$ cat src/rtl/decod_morse_pkg.sv
// Shared FSM state type, code constants and the Morse code table used by
// both the decoder and the encoder.
package decod_morse_pkg;

  typedef enum logic [1:0] {IDLE, MARK, SPACE, EMIT} state_t;

  localparam logic [5:0]  NUM_INVALID = 6'd63;
  localparam logic [5:0]  NUM_A       = 6'd10;
  localparam int unsigned NUM_CODES   = 36;

  // morse: first symbol at bit 4, 1 = traco; display: left-aligned length mask
  typedef struct packed {
    logic [4:0] morse;
    logic [4:0] display;
  } code_t;

  function automatic code_t morse_code(input logic [5:0] n);
    case (n)
      6'd0:  morse_code = '{5'b11111, 5'b11111};
      6'd1:  morse_code = '{5'b01111, 5'b11111};
      6'd2:  morse_code = '{5'b00111, 5'b11111};
      6'd3:  morse_code = '{5'b00011, 5'b11111};
      6'd4:  morse_code = '{5'b00001, 5'b11111};
      6'd5:  morse_code = '{5'b00000, 5'b11111};
      6'd6:  morse_code = '{5'b10000, 5'b11111};
      6'd7:  morse_code = '{5'b11000, 5'b11111};
      6'd8:  morse_code = '{5'b11100, 5'b11111};
      6'd9:  morse_code = '{5'b11110, 5'b11111};
      6'd10: morse_code = '{5'b01000, 5'b11000};  // A
      6'd11: morse_code = '{5'b10000, 5'b11110};
      6'd12: morse_code = '{5'b10100, 5'b11110};
      6'd13: morse_code = '{5'b10000, 5'b11100};
      6'd14: morse_code = '{5'b00000, 5'b10000};
      6'd15: morse_code = '{5'b00100, 5'b11110};
      6'd16: morse_code = '{5'b11000, 5'b11100};
      6'd17: morse_code = '{5'b00000, 5'b11110};
      6'd18: morse_code = '{5'b00000, 5'b11000};
      6'd19: morse_code = '{5'b01110, 5'b11110};
      6'd20: morse_code = '{5'b10100, 5'b11100};
      6'd21: morse_code = '{5'b01000, 5'b11110};
      6'd22: morse_code = '{5'b11000, 5'b11000};
      6'd23: morse_code = '{5'b10000, 5'b11000};
      6'd24: morse_code = '{5'b11100, 5'b11100};
      6'd25: morse_code = '{5'b01100, 5'b11110};
      6'd26: morse_code = '{5'b11010, 5'b11110};
      6'd27: morse_code = '{5'b01000, 5'b11100};
      6'd28: morse_code = '{5'b00000, 5'b11100};
      6'd29: morse_code = '{5'b10000, 5'b10000};
      6'd30: morse_code = '{5'b00100, 5'b11100};
      6'd31: morse_code = '{5'b00010, 5'b11110};
      6'd32: morse_code = '{5'b01100, 5'b11100};
      6'd33: morse_code = '{5'b10010, 5'b11110};
      6'd34: morse_code = '{5'b10110, 5'b11110};
      6'd35: morse_code = '{5'b11000, 5'b11110};
      default: morse_code = '{'0, '0};
    endcase
  endfunction

  // Decoding is a search over the encoder table, so the two cannot diverge.
  function automatic logic [5:0] morse_decode(input logic [4:0] morse,
                                              input logic [4:0] display);
    morse_decode = NUM_INVALID;
    for (int unsigned i = 0; i < NUM_CODES; i++) begin
      if (morse_code(6'(i)) == {morse, display})
        morse_decode = 6'(i);
    end
  endfunction

endpackage

$ cat src/rtl/morse_key_sync.sv
// Two-flop synchronizer for the key input; DECOD_MORSE_DEBOUNCE_EN adds a
// filter that only passes a level seen on three consecutive samples.
module morse_key_sync (
  input  logic clk,
  input  logic reset,
  input  logic key,
  output logic ks
);

  logic s1, s2;

  always_ff @(posedge clk) begin
    if (!reset) begin
      s1 <= 1'b0;
      s2 <= 1'b0;
    end else begin
      s1 <= key;
      s2 <= s1;
    end
  end

`ifdef DECOD_MORSE_DEBOUNCE_EN
  logic s3, s4, held;

  always_ff @(posedge clk) begin
    if (!reset) begin
      s3   <= 1'b0;
      s4   <= 1'b0;
      held <= 1'b0;
    end else begin
      s3   <= s2;
      s4   <= s3;
      held <= ks;
    end
  end

  always_comb ks = (s2 == s3 && s3 == s4) ? s2 : held;
`else
  always_comb ks = s2;
`endif

endmodule

$ cat src/rtl/decod_morse.sv
// Morse key decoder: classifies marks as ponto/traco, collects up to five
// symbols and emits a character code after a long space.
module decod_morse
  import decod_morse_pkg::*;
#(
  parameter int unsigned DOT_MAX  = 4,
  parameter int unsigned GAP_CHAR = 10,
  parameter int unsigned CNT_W    = 8
) (
  input  logic       clk,
  input  logic       reset,
  input  logic       key,
  output logic       ready,
  output logic [5:0] num,
  output logic [4:0] morse,
  output logic [4:0] display,
  output logic       error
);

  logic             ks;
  state_t           state, state_nx;
  logic [CNT_W-1:0] cnt, cnt_nx;
  logic [4:0]       sh_morse, sh_disp;
  logic [2:0]       nsym;
  logic             ovf, append, clear, is_dash, emit, bad;
  logic [5:0]       dec_num;

  morse_key_sync u_sync (
    .clk   (clk),
    .reset (reset),
    .key   (key),
    .ks    (ks)
  );

  always_ff @(posedge clk) begin
    if (!reset) state <= IDLE;
    else        state <= state_nx;
  end

  always_comb begin
    state_nx = state;
    cnt_nx   = cnt;
    append   = 1'b0;
    clear    = 1'b0;
    case (state)
      IDLE: if (ks) begin
        state_nx = MARK;
        cnt_nx   = CNT_W'(1);
      end
      MARK: if (!ks) begin
        append   = 1'b1;
        state_nx = SPACE;
        cnt_nx   = CNT_W'(1);
      end else if (cnt != '1) begin
        cnt_nx = cnt + CNT_W'(1);
      end
      // the gap check wins over a new mark arriving on the same cycle
      SPACE: if (cnt >= CNT_W'(GAP_CHAR)) begin
        state_nx = EMIT;
      end else if (ks) begin
        state_nx = MARK;
        cnt_nx   = CNT_W'(1);
      end else begin
        cnt_nx = cnt + CNT_W'(1);
      end
      EMIT: begin
        state_nx = IDLE;
        cnt_nx   = '0;
        clear    = 1'b1;
      end
      default: state_nx = IDLE;
    endcase
  end

  always_comb is_dash = (cnt > CNT_W'(DOT_MAX));

  always_ff @(posedge clk) begin
    if (!reset) begin
      cnt      <= '0;
      sh_morse <= '0;
      sh_disp  <= '0;
      nsym     <= '0;
      ovf      <= 1'b0;
    end else begin
      cnt <= cnt_nx;
      if (clear) begin
        sh_morse <= '0;
        sh_disp  <= '0;
        nsym     <= '0;
        ovf      <= 1'b0;
      end else if (append) begin
        if (nsym == 3'd5) begin
          ovf <= 1'b1;
        end else begin
          sh_morse[3'd4 - nsym] <= is_dash;
          sh_disp[3'd4 - nsym]  <= 1'b1;
          nsym                  <= nsym + 3'd1;
        end
      end
    end
  end

  always_comb begin
    emit    = (state == EMIT);
    dec_num = morse_decode(sh_morse, sh_disp);
    bad     = ovf || (dec_num == NUM_INVALID);
  end

  always_ff @(posedge clk) begin
    if (!reset) begin
      ready   <= 1'b0;
      num     <= '0;
      morse   <= '0;
      display <= '0;
      error   <= 1'b0;
    end else begin
      ready <= emit;
      if (emit) begin
        num     <= bad ? NUM_INVALID : dec_num;
        error   <= bad;
        morse   <= sh_morse;
        display <= sh_disp;
      end
    end
  end

endmodule

$ cat config.mk
export PLATFORM = sky130hd
export DESIGN_NAME = decod_morse
export DESIGN_NICKNAME = d
export VERILOG_FILES = /design/src/rtl/decod_morse_pkg.sv /design/src/rtl/morse_key_sync.sv /design/src/rtl/decod_morse.sv
export SDC_FILE = /design/constraint.sdc
export NUM_CORES = 1
export LEC_CHECK = 0
export BUFFER_PORTS_ARGS = -buffer_cell sky130_fd_sc_hd__buf_4
export CORE_MARGIN = 5
export CORE_UTILIZATION = 36
export CTS_BUF_LIST = sky130_fd_sc_hd__clkbuf_16
export DETAILED_ROUTE_END_ITERATION = 10
export SKIP_CTS_REPAIR_TIMING = 1
export SYNTH_ARGS = -nofsm -noshare
export SYNTH_HDL_FRONTEND = slang
export SYNTH_SLANG_ARGS = --single-unit
$ cat constraint.sdc
create_clock -name clk -period 3.05 [get_ports clk]
set_input_delay 0.305 -clock clk [delete_from_list [all_inputs] [get_ports clk]]
set_output_delay 0.305 -clock clk [all_outputs]
set_load 0.02 [all_outputs]
**Yosys cells after proc, flatten, opt, wreduce, memory -nomap -nowiden**

Cells that the tools add are included.

- Register bits after elaboration: 44
- Bits of input ports: 3
- Output and inout bits: 18
- Word-level logic and storage cells: 129

- $add $sub $neg: 3
- Order comparisons: 4
- Eq/ne operators: 46
- Muxes and demuxes: 53
- Bitwise logic cells: 3
- Reductions and logical operators: 7

Operators by type and width:

| kind | number |
|---|---|
| 6-bit two-way mux | 37 |
| 10-bit equality test, first input constant | 18 |
| 9-bit by 10-bit equality test with 1-bit output, first input constant | 7 |
| 5-bit by 10-bit equality test with 1-bit output, first input constant | 5 |
| 8-bit two-way mux | 5 |
| 8-bit case mux with 4 select lines | 1 |
| 8-bit by 10-bit equality test with 1-bit output, first input constant | 3 |
| 7-bit by 10-bit equality test with 1-bit output, first input constant | 2 |
| 6-bit by 10-bit equality test with 1-bit output, first input constant | 1 |
| 8-bit by 1-bit adder with 8-bit output, second input constant | 1 |
| 8-bit by 4-bit >= comparator with 1-bit output, second input constant | 1 |
| 8-bit by 3-bit > comparator with 1-bit output, second input constant | 1 |
| 8-bit inequality test, second input constant | 1 |
| 2-bit case mux with 4 select lines | 1 |
| 6-bit equality test, second input constant | 1 |
| 2-bit two-way mux | 3 |
| 5-bit bitwise mux | 1 |
| 5-bit bitwise OR | 1 |
| 2-bit equality test, second input constant | 2 |
| 3-bit by 4-bit less-than comparator with 1-bit output, second input constant | 1 |
| 1-bit two-way mux | 4 |
| 2-bit inequality test, second input constant | 2 |
| 2-bit AND reduction | 2 |
| 3-bit by 1-bit adder with 3-bit output, second input constant | 1 |
| 13 further kinds | 14 |

**Depth between registers and ports, before layout**

Gate-level depths: netlist of run 1.

- Word-level depth: 40
- Depth in mapped cells: 9
- Depth with buffers taken out: 8

**Cells and area by module**

From an unflattened synthesis of run 1, not the netlist that was laid out.

- Cells, all modules: 304
- Area total of the unflattened synthesis: 2543.7 um^2

By module, submodules not included:

| module | times used | cells each | area each (um^2) | seq. area each (um^2) |
|---|---|---|---|---|
| decod_morse | 1 | 300 | 2491.1 | 840.8 |
| morse_key_sync | 1 | 4 | 52.6 | 40.0 |

**Worst setup path before layout of run 1**

OpenSTA, ideal clock, no wires.

- Path kind: register to register
- Start point: register sh_morse[0]
- End point: register num[1]
- Library setup time: 133 ps
- Arrival time: 1604 ps
- Data required time: 2917 ps
- Setup slack: 1313 ps
- Stages on the path, launching flop included: 8
- Buffers on the path: 1
- Clock period less this slack: 1737 ps
- Cell sequence: dfxtp_1 buf_6 and2b_4 nand2_1 o32ai_1 a31oi_2 a41oi_4 o211ai_1

- Longest elaborated chain between the ends: 40
- Elaborated cells on any way between the ends: 75
- Classes of those cells: 37 x eq/ne; 37 x mux; 1 x reduce/logical

Ends and longest elaborated chain:

| what | line | RTL |
|---|---|---|
| start: declaration | decod_morse.sv:23 | `logic [4:0] sh_morse, sh_disp;` |
| start signal: indexed assignment | decod_morse.sv:95 | `sh_morse[3'd4 - nsym] <= is_dash;` |
| 10-bit equality test | decod_morse_pkg.sv:64 | `if (morse_code(6'(i)) == {morse, display})` |
| 6-bit two-way mux (35 in series) | decod_morse_pkg.sv:64 |  |
| 6-bit two-way mux * | decod_morse_pkg.sv:64 |  |
| 6-bit equality test | decod_morse.sv:106 | `bad = ovf \|\| (dec_num == NUM_INVALID);` |
| 1-bit logical OR | decod_morse.sv:106 |  |
| 6-bit two-way mux * | decod_morse.sv:119 | `num <= bad ? NUM_INVALID : dec_num;` |
| end signal: assignment | decod_morse.sv:119 |  |
| end: declaration | decod_morse.sv:14 | `output logic [5:0] num,` |

Mark *: on every way between the ends. The rest lies on a longest branch, timed or not.
A chain may end at the register's enable or synchronous reset.

**Worst setup path after layout of run 1**

- Start point: register sh_morse[4]
- End point: register num[1]

Same word-level chain as after synthesis.

==> results.md, run 1 <==
- Largest area contributor in the netlist: dfxtp_1
- Htree depth: 2
- Non-Filler Instances: approximately 410
- Area share of the leading cell type in the synthesized netlist: around a third
- Height of the die: 94.7 microns
- RSZ-0062 raised after global routing: no
- Worst Skew: 0.00358 ns
- Final routed DRC violation total: 0
- Most frequent cell after synthesis: dfxtp_1
- Maximum fanout along the worst path: 20
- Peak VDD IR: 250 uV
- Setup slack of the worst register-to-register path: 0.69 ns
- Critical path class: flop to flop
- Vias per inst: between 5 and 6
- Power density over the cells: approximately 400 nW/um^2
- DR WL/cell: 14.5 microns
- Sequential element share of the synthesized area: between 30% and 40%
- Root Buffer: clkbuf_16
- Result of the run: finished, final reports clean
- Number of global-route vias before repair: around 2k
- Cells on worst reg2reg path: 6
- First element of the critical path: sh_morse[4]$_SDFFE_PP0P_
- Remaining number of nets flagged by the antenna check after routing: 0
- Via Count: 2292
- Worst endpoint required time: approximately 3.2 ns
- Final-report max-slew violation count: 0
- Startpoint kind of the worst setup timing path: flop
- Maxcap violations: 0
- Floorplan die width: between 90 and 100 microns
- Class of the tightest hold or removal check: primary input to flop
- Area growth, synth to finish: 12.1%
- Endpoint of the most critical register-to-register path: num[1]$_SDFFE_PN0P_
- Routability congestion estimate: 0.934
- Number of buffers inserted during clock tree synthesis: 5
- Leakage power total: between 1 and 1.5 nW
- Total Wirelength: around 6000 microns
- Fmax: between 400 and 500 MHz
- DP Wirelength: between 4000 and 5000 microns
- First drt pass iteration count: 4
- Share of flip-flops with an asynchronous set or reset after synthesis: 0%
- Crit path capture type: flop
- Number of antenna violations at the first check in global routing: 0
- Bufs on Longest Clock Path: 2
- Beginning of the worst register-to-register path: sh_morse[4]$_SDFFE_PP0P_
- Minimum clock period: ~2.4 ns
- Area of the core: between 6000 and 7000 sq um
- Number of placement rows: 30
- Residual overflow from global routing: 0
- Mean instance size in the synthesized netlist: slightly above 8 sq um
- Startpoint of the most critical hold path: key
- Arrival time reported for the critical path endpoint: approximately 2.5 ns
- Cell Count Post-Placement: 406
- Final-stage net count: approximately 330
- Die area: roughly 9000 sq um
- Initial DRC Count: 180
- Sum Neg Setup Slack: 0 ns
- Effective utilization at floorplan: between 30 and 40%
- Gate count after technology mapping: slightly above 300
- Synthesis warning total: 0
- Largest net degree at the start of global routing: 25
- Endpoints failing setup: 0
- Max_slew headroom: 44.2%
- Total global routing track utilization: 13.7%
- Transition time of the tightest slew-check pin: roughly 0.84 ns
- Most used DFF post-synth: dfxtp_1
- Clock tree from TritonCTS: done
- Register bit total from synthesis: 44
- Share of cells above drive strength 1: around 15%
- Count of endpoints failing hold in the final timing report: 0
- Leading cell types by count after synthesis: 44 x dfxtp_1, 35 x nor2_1, 29 x nand2_1
- First-pass GRT wire length: roughly 10000 microns
- Ranking of synthesized cells by area: dfxtp_1 34%, nor2_1 5.1%, nand2_1 4.2%
- Syn Nets: roughly 320
- Worst skew pair latency: ~0.28 ns
- CP Capture Point: num[1]$_SDFFE_PN0P_
- Area of the mapped netlist: 2580 sq um
- EDFF count, synth: 0
- Count of port buffers added during placement: 20
- CTS clock-pin slew for the worst setup and hold paths: about 0.060 ns
- Cell variety after synth: 61
- Ant. Diodes: 0
- Number of top-level design ports: 21
- Clk sinks: 44
- Final cycle utilization of the critical path: slightly below 80%
==> worst min-delay path by stage <==
stage | endpoint | slack (ns) | cells after the start
6_report | u_sync.s1$_SDFF_PN0_ | 0.23 | 2
5_1_grt | u_sync.s1$_SDFF_PN0_ | 0.23 | 2
4_1_cts | u_sync.s1$_SDFF_PN0_ | 0.22 | 2
3_5_place_dp | u_sync.ks$_SDFF_PN0_ | 0.42 | 1
3_3_place_gp | u_sync.ks$_SDFF_PN0_ | 0.42 | 1
2_1_floorplan | u_sync.ks$_SDFF_PN0_ | 0.41 | 1
==> power by group <==
group / leakage (nW) / switching [W] / internal (W) / total [W]
logic: 0.627 / 0.0000302 / 0.0000167 / 0.0000469
registers: 0.355 / 0.00000740 / 0.000580 / 0.000588
clock network: 0.0660 / 0.000226 / 0.000304 / 0.000530
total: 1.05 / 0.000263 / 0.000901 / 0.00116
==> through the flow <==
step	setup slack, ns	area (sq um)	utilization (%)	hold slack, ns	total power, W
detailed placement	0.742	2750	39.8	0.424	0.000648
global route	0.471	2900	42.0	0.226	0.00122
floorplan	1.31	2580	-	0.412	0.000636
finish	0.689	2900	42.0	0.227	0.00116
CTS	0.742	2900	42.0	0.218	0.00119
global placement	0.715	2750	39.8	0.416	0.000648
==> cells by family after synthesis <==
group           after synthesis  synth area share (%)
simple gates                135                  28.3
compound gates               75                  22.1
flops                        44                  34.1
buf+inv                      33                  6.39
xor+xnor                     13                  4.40
mux                           6                  2.37
fa+ha+maj                     5                  2.42
==> placed cells by master (no fill, tap or decap), drive strengths merged, types with 3 or more instances in the layout <==
| cell type | synthesis | final |
|---|---|---|
| o31ai | 5 | 5 |
| a2111oi | 3 | 3 |
| xor2 | 11 | 11 |
| nand3b | 3 | 3 |
| buf | 17 | 24 |
| a211oi | 5 | 5 |
| and2 | 4 | 4 |
| ha | 5 | 5 |
| nor3 | 8 | 8 |
| nand4 | 12 | 12 |
| a31oi | 6 | 6 |
| nand2b | 5 | 5 |
| nor4 | 3 | 3 |
| dfxtp | 44 | 44 |
| clkbuf | 8 | 5 |
| nand2 | 30 | 30 |
| nand3 | 12 | 12 |
| nor3b | 4 | 4 |
| mux2i | 5 | 5 |
| o21ai | 17 | 17 |
| nor2 | 35 | 35 |
| a32oi | 4 | 4 |
| a22o | 9 | 9 |
| and3 | 5 | 5 |
| inv | 7 | 7 |
| a21oi | 13 | 13 |
==> metal layers <==
metal / up-vias / wire [microns] / global-route usage [%] / share of wire [%]
met1: 1037 / 2870 / 18.4 / 48
met3: 20 / 303 / 2.95 / 5.1
met5: - / 0 / 0 / 0
met2: 84 / 2710 / 21.9 / 45
met4: 0 / 111 / 4.57 / 1.9
li1: 1151 / - / - / -
==> critical path, cell delays in order (launching register included) <==
cell and delay (ns):
dfxtp_1 0.78, nand2b_1 0.24, or4_1 0.51, a21oi_1 0.24
nor3_2 0.11, a41oi_4 0.24, o211ai_1 0.11
==> sequential cells by signal (all words and copies together), names as in the netlist <==
name / count
num: 6
sh_disp: 5
cnt: 8
display: 5
ovf: 1
state: 2
sh_morse: 5
morse: 5
u_sync.s1: 1
nsym: 3
u_sync.ks: 1
error: 1
ready: 1
==> area by class of cell <==
class,count,area (sq um)
multi-input cells,234,1540
flip-flops and latches,44,881
clock buffers,5,125
well taps,96,120
fillers,704,4010
repair buffers,24,180
clock inverters,3,23.8
inverters,8,30.0
No activity file was read; power rests on OpenSTA's default activity.
==> run 2: changes to the inputs <==
==> constraint.sdc (replaced) <==
create_clock -name clk -period 2.4 [get_ports clk]
set_input_delay 0.24 -clock clk [delete_from_list [all_inputs] [get_ports clk]]
set_output_delay 0.24 -clock clk [all_outputs]
set_load 0.02 [all_outputs]
==> run 2 against run 1 <==
  * Non-clock buffer count grew 10
  * Sequential share of layout area shrank 0.69 points
  * Routed wire length grew 4.6%
  * Hold slack lost 0.063 ns
  * Combinational power grew 27%
  * Fmax grew 7.5%
  * Design area grew 2.5%
  * Power grew 27%
  * Utilization grew 1.0 points
  * Clock power grew 26%
  * Critical path type unchanged
  * Highest routed layer unchanged
==> results.md, run 2 (synthesized netlist as in run 1, its figures left out) <==
- Final cycle utilization of the critical path: 91.5%
- Power density over the cells: approximately 500 nW/um^2
- Cell Count Post-Placement: 416
- Cell-internal power: 0.00114 W
- Post-route worst setup slack: around 0.21 ns
- Share of cells above drive strength 1: 18.0%
- Non-Filler Instances: 424
- Proportion of power drawn by flip-flops and latches: 50.6%
- Floorplan die width: 94.7 microns
- Vias per inst: between 5 and 6
- Result of the run: finished, final reports clean
- Cells along the critical path: and4_1 -> nand2_1 -> nor3_1 -> nor3_2 -> a41oi_4 -> o211ai_1
- Largest stage delay, worst path: 0.57 ns
- Height of the die: roughly 95 microns
- Worst hold path depth: 2
- Clock tree from TritonCTS: done
- Root Buffer: clkbuf_16
- Startpoint of the most critical hold path: key
- First element of the critical path: sh_disp[0]$_SDFFE_PP0P_
- Ant. Diodes: 0
- Number of logic stages on the critical path including buffering: 6
- Net switching component of the power: approximately 0.00034 W
- Multi-input gate area: roughly 1500 sq um
- Fill cell instance count of the final layout: a little over 700
- Bufs on Longest Clock Path: 2
- Logic gate share of total power: approximately 4.0%
- Count of endpoints failing hold in the final timing report: 0
- Htree depth: 2
- Number of global-route vias before repair: between 2k and 2.5k
- Crit path capture type: flop
- DR WL/cell: approximately 15 microns
- Master of the slowest instance on the critical path: dfxtp_1
- Area growth, synth to finish: 14.9%
- Final-stage net count: around 340
- Number of placement rows: 30
- Beginning of the worst register-to-register path: sh_disp[0]$_SDFFE_PP0P_
- Maxcap violations: 0
- Remaining number of nets flagged by the antenna check after routing: 0
- Critical path class: flop to flop
- Total Wirelength: about 6300 microns
- Flip-flop count of the largest register, all copies and words added: 8
- CTS clock-pin slew for the worst setup and hold paths: roughly 0.06 ns
- Leading cell type in the layout, fill and taps excluded: dfxtp_1
- Number of top-level design ports: 21
- Worst endpoint required time: between 2 and 3 ns
- Final Core Density: 43.0%
- Startpoint kind of the worst setup timing path: flop
- Fraction of power spent switching nets: a little under a quarter
- Clk sinks: 44
- Clock network power share: 45.3%
- Count of port buffers added during placement: 20
- Worst skew pair latency: about 0.28 ns
- RSZ-0062 raised after global routing: no
- Maximum fanout along the worst path: 12
- Total global routing track utilization: approximately 15%
- Leakage power total: roughly 1.1 nW
- Final routed DRC violation total: 0
- Worst Skew: just under 0.002 ns
- Buffers & Inverters on Critical Path: 0
- Routability congestion estimate: 0.928
- Sequential cell area: just under 900 sq um
- Largest net degree at the start of global routing: 25
- Effective utilization at floorplan: a little under two fifths
- Arrival time reported for the critical path endpoint: 2.35 ns
- Area of the core: ~6900 sq um
- First drt pass iteration count: 5
- DP Wirelength: between 4000 and 5000 microns
- Final-report max-slew violation count: 0
- Residual overflow from global routing: 0
- Max_slew headroom: 54.4%
- CP top delay family: simple AND/OR/NAND/NOR gates
- Initial DRC Count: 172
- Die area: 8970 sq um
- Most frequent cells in the layout: 43 x dfxtp_1, 35 x nor2_1, 34 x buf_4
- Cells on worst reg2reg path: 6
- Number of antenna violations at the first check in global routing: 0
- Biggest regs: cnt (8), num (6)
- Minimum clock period: roughly 2.2 ns
- Largest register by flop count: cnt
- Sum Neg Setup Slack: 0 ns
- First-pass GRT wire length: 10700 microns
- Transition time of the tightest slew-check pin: 0.684 ns
- Number of buffers inserted during clock tree synthesis: 5
- Final Total Pwr: between 0.001 and 0.0015 W
- Via Count: roughly 2.4k
- Fmax: approximately 460 MHz
- Worst-case setup slack after placement: 0.204 ns
- Endpoints failing setup: 0
- Class of the tightest hold or removal check: primary input to flop
- Peak VDD IR: 288 uV
run 2: cell types whose count changed in the layout (fill, tap and decap cells not counted):
cell,change
buf_4,+10
clkinv_1,+1
clkinv_4,-1
dfxtp_1,-1
dfxtp_2,+1
run 2: cell type report:
cell class | instances | area share, %
well taps | 96 | 4.04
repair buffers | 34 | 8.59
inverters | 8 | 1.01
flip-flops and latches | 44 | 29.7
clock inverters | 3 | 0.632
clock buffers | 5 | 4.21
multi-input cells | 234 | 51.8
run 2: final timing paths:
check,endpoint,slack [ns]
min,u_sync.s1$_SDFF_PN0_,0.16
max reg2reg,num[1]$_SDFFE_PN0P_,0.21
max,num[1]$_SDFFE_PN0P_,0.21
min reg2reg,u_sync.ks$_SDFF_PN0_,0.43
run 2: stage by stage:
step	hold slack, ns	instance area [sq um]
2_1_floorplan	0.367	2580
3_3_place_gp	0.414	2830
3_5_place_dp	0.429	2830
4_1_cts	0.161	2970
5_1_grt	0.167	2970
6_report	0.163	2970
run 2: per-layer routing:
layer  vias up  global-route usage (%)  wire length [microns]
met4         0                    6.13                    166
met5         -                       0                      0
met3        18                    3.11                    352
li1       1168                       -                      -
met1      1098                    19.9                   2960
met2        67                    23.3                   2790
run 2: power groups by stage:
stage | Combinational (W) | Sequential, W | Clock (W)
finish | 0.0000595 | 0.000748 | 0.000670
global route | 0.0000673 | 0.000750 | 0.000719
CTS | 0.0000604 | 0.000748 | 0.000686
detailed placement | 0.0000603 | 0.000765 | 0
global placement | 0.0000596 | 0.000765 | 0
floorplan | 0.0000482 | 0.000761 | 0
==> run 3: changes to the inputs <==
--- a/config.mk
+++ b/config.mk
@@ -10,6 +10,7 @@
 export CORE_UTILIZATION = 36
 export CTS_BUF_LIST = sky130_fd_sc_hd__clkbuf_16
 export DETAILED_ROUTE_END_ITERATION = 10
+export PLACE_DENSITY_LB_ADDON = 0.2
 export SKIP_CTS_REPAIR_TIMING = 1
 export SYNTH_ARGS = -nofsm -noshare
 export SYNTH_HDL_FRONTEND = slang
==> constraint.sdc (replaced) <==
create_clock -name clk -period 2.3 [get_ports clk]
set_input_delay 0.23 -clock clk [delete_from_list [all_inputs] [get_ports clk]]
set_output_delay 0.23 -clock clk [all_outputs]
set_load 0.02 [all_outputs]
==> run 3 against run 2 <==
  * Final cell count increased by 0.94%
  * Critical path depth unchanged
  * Critical endpoint unchanged
  * Design area increased by 2.7%
  * First-iteration DRC count increased by 1.7%
  * Power increased by 13%
  * Routed wire length increased by 5.9%
  * Sequential cell count unchanged
  * Clock skew increased by 0.0035 ns
==> results.md, run 3 (synthesized netlist as in run 1, its figures left out) <==
- Largest net degree at the start of global routing: 20
- Top sig layer: met4
- Largest register by flop count: cnt
- Minimum clock period: around 2.2 ns
- Final Total Pwr: about 0.0017 W
- Peak VDD IR: about 390 uV
- Worst skew pair latency: between 0.2 and 0.3 ns
- Beginning of the worst register-to-register path: sh_disp[1]$_SDFFE_PP0P_
- DP Wirelength: between 4000 and 5000 microns
- Biggest regs: cnt (8), num (6)
- Cell-internal power: between 0.001 and 0.0015 W
- Count of endpoints failing hold in the final timing report: 0
- Proportion of power drawn by flip-flops and latches: between 40% and 50%
- Share of cells above drive strength 1: roughly a fifth
- Htree depth: 2
- Power density over the cells: ~550 nW/um^2
- Root Buffer: clkbuf_16
- Cell Count Post-Placement: approximately 420
- Class of the tightest hold or removal check: primary input to flop
- Post-route worst hold slack: roughly 0.15 ns
- Number of top-level design ports: 21
- Fmax: ~450 MHz
- Arrival time reported for the critical path endpoint: ~2.4 ns
- Maxcap violations: 0
- Placed standard-cell area: 2840 sq um
- Initial DRC Count: approximately 180
- Fraction of power spent switching nets: 21.7%
- Net switching component of the power: approximately 0.00036 W
- Total Wirelength: 6640 microns
- Area growth, synth to finish: 18.1%
- Worst hold path depth: 2
- Bufs on Longest Clock Path: 2
- Worst endpoint required time: 2.47 ns
- Transition time of the tightest slew-check pin: 0.727 ns
- Height of the die: 94.7 microns
- Total global routing track utilization: between 15 and 20%
- Vias per inst: about 5.6
- CP top delay family: simple AND/OR/NAND/NOR gates
- Final-stage net count: around 340
- Via Count: ~2.4k
- Cells along the critical path: and4_1 -> nand2_1 -> nor3_1 -> nor3_2 -> a41oi_4 -> o211ai_1
- Cells on worst reg2reg path: 6
- Most frequent cells in the layout: 41 x dfxtp_1, 38 x buf_4, 35 x nor2_1
- Area of the core: 6910 sq um
- WL met3: 402 microns
- Leakage power total: around 1.1 nW
- Final Core Density: 44.2%
- CTS clock-pin slew for the worst setup and hold paths: approximately 0.070 ns
- Worst Hold Endpoint: u_sync.s1$_SDFF_PN0_
- Count of port buffers added during placement: 20
- Number of global-route vias before repair: between 2k and 2.5k
- Endpoint of the most critical register-to-register path: num[1]$_SDFFE_PN0P_
- Leading cell type in the layout, fill and taps excluded: dfxtp_1
- Crit path capture type: flop
- First-pass GRT wire length: about 11000 microns
- Clk sinks: 44
- Final-report max-slew violation count: 0
- DR WL/cell: ~16 microns
- Number of antenna violations at the first check in global routing: 0
- Max_slew headroom: between 50% and 60%
- Maximum fanout along the worst path: 12
- Residual overflow from global routing: 0
- Post-Route M1 WL: ~3000 microns
- Logic gate share of total power: approximately 4.0%
- Clock network power share: 49.4%
- Flip-flop count of the largest register, all copies and words added: 8
- Post-route standard cell area excluding fillers: around 3100 sq um
- First drt pass iteration count: 5
- Setup slack of the worst register-to-register path: between 0.09 and 0.1 ns
- Endpoints failing setup: 0
- Final cycle utilization of the critical path: approximately 96%
- Ant. Diodes: 0
- Met2 Wirelength: just over 3000 microns
- Non-Filler Instances: around 430
- Number of buffers inserted during clock tree synthesis: 5
- Final routed DRC violation total: 0
- Largest stage delay, worst path: 0.58 ns
- Die area: 8970 sq um
- Worst Skew: 0.00543 ns
- Routability congestion estimate: approximately 0.90
- Remaining number of nets flagged by the antenna check after routing: 0
- Effective utilization at floorplan: 37.4%
- Startpoint of the most critical hold path: key
- Number of placement rows: 30
- Startpoint kind of the worst setup timing path: flop
- Result of the run: finished, final reports clean
- Floorplan die width: between 90 and 100 microns
- Clock tree from TritonCTS: done
- Buffers & Inverters on Critical Path: 0
- Critical path class: flop to flop
- Master of the slowest instance on the critical path: dfxtp_1
run 3: changes by cell type in the layout (fill, tap and decap cells not counted):
cell        before  now
a31oi_2          2    1
a31oi_4          0    1
buf_4           34   38
bufinv_16        0    1
clkinv_1         2    1
clkinvlp_4       2    1
dfxtp_1         43   41
dfxtp_2          1    3
inv_6            0    1
nor3_1           6    5
nor3_2           2    3
o32ai_1          2    1
o32ai_2          0    1
run 3: power by group through the flow:
stage | combinational [W] | sequential, W | clock (W)
2_1_floorplan | 0.0000502 | 0.000794 | 0
4_1_cts | 0.0000643 | 0.000780 | 0.000844
5_1_grt | 0.0000735 | 0.000782 | 0.000883
3_3_place_gp | 0.0000636 | 0.000798 | 0
3_5_place_dp | 0.0000638 | 0.000798 | 0
6_report | 0.0000662 | 0.000781 | 0.000827
run 3: per-stage QoR:
| stage | setup WS, ns | TNS [ns] |
|---|---|---|
| 2_1_floorplan | 0.563 | 0 |
| 3_3_place_gp | 0.0746 | 0 |
| 3_5_place_dp | 0.0862 | 0 |
| 4_1_cts | 0.0712 | 0 |
| 5_1_grt | -0.00139 | -0.00139 |
| 6_report | 0.0992 | 0 |
run 3: area by class of cell:
type / instances / area [sq um]
Tap cell: 96 / 120
Multi-Input combinational cell: 234 / 1560
Clock inverter: 3 / 46.3
Sequential cell: 44 / 885
Fill cell: 724 / 3850
Clock buffer: 5 / 125
Inverter: 8 / 30.0
Timing Repair Buffer: 38 / 285
run 3: how the worst max path moves through the flow:
stage	from	end	depth (start not counted)
2_1_floorplan	sh_morse[0]$_SDFFE_PP0P_	num[1]$_SDFFE_PN0P_	7
6_report	sh_disp[1]$_SDFFE_PP0P_	num[1]$_SDFFE_PN0P_	6
3_3_place_gp	sh_disp[3]$_SDFFE_PP0P_	num[1]$_SDFFE_PN0P_	6
3_5_place_dp	sh_disp[3]$_SDFFE_PP0P_	num[1]$_SDFFE_PN0P_	6
5_1_grt	sh_disp[0]$_SDFFE_PP0P_	num[1]$_SDFFE_PN0P_	6
4_1_cts	sh_disp[3]$_SDFFE_PP0P_	num[1]$_SDFFE_PN0P_	6
run 3: metal layers:
layer / vias to the layer above / GRT usage (%)
li1: 1172 / -
met1: 1119 / 19.8
met2: 95 / 24.3
met3: 23 / 3.27
met4: 0 / 5.65
met5: - / 0
run 3: worst register-to-register path: stages (launching register included):
cell and delay (ns):
dfxtp_1 0.58, and4_1 0.46, nand2_1 0.14, nor3_1 0.35
nor3_2 0.13, a41oi_4 0.31, o211ai_1 0.11
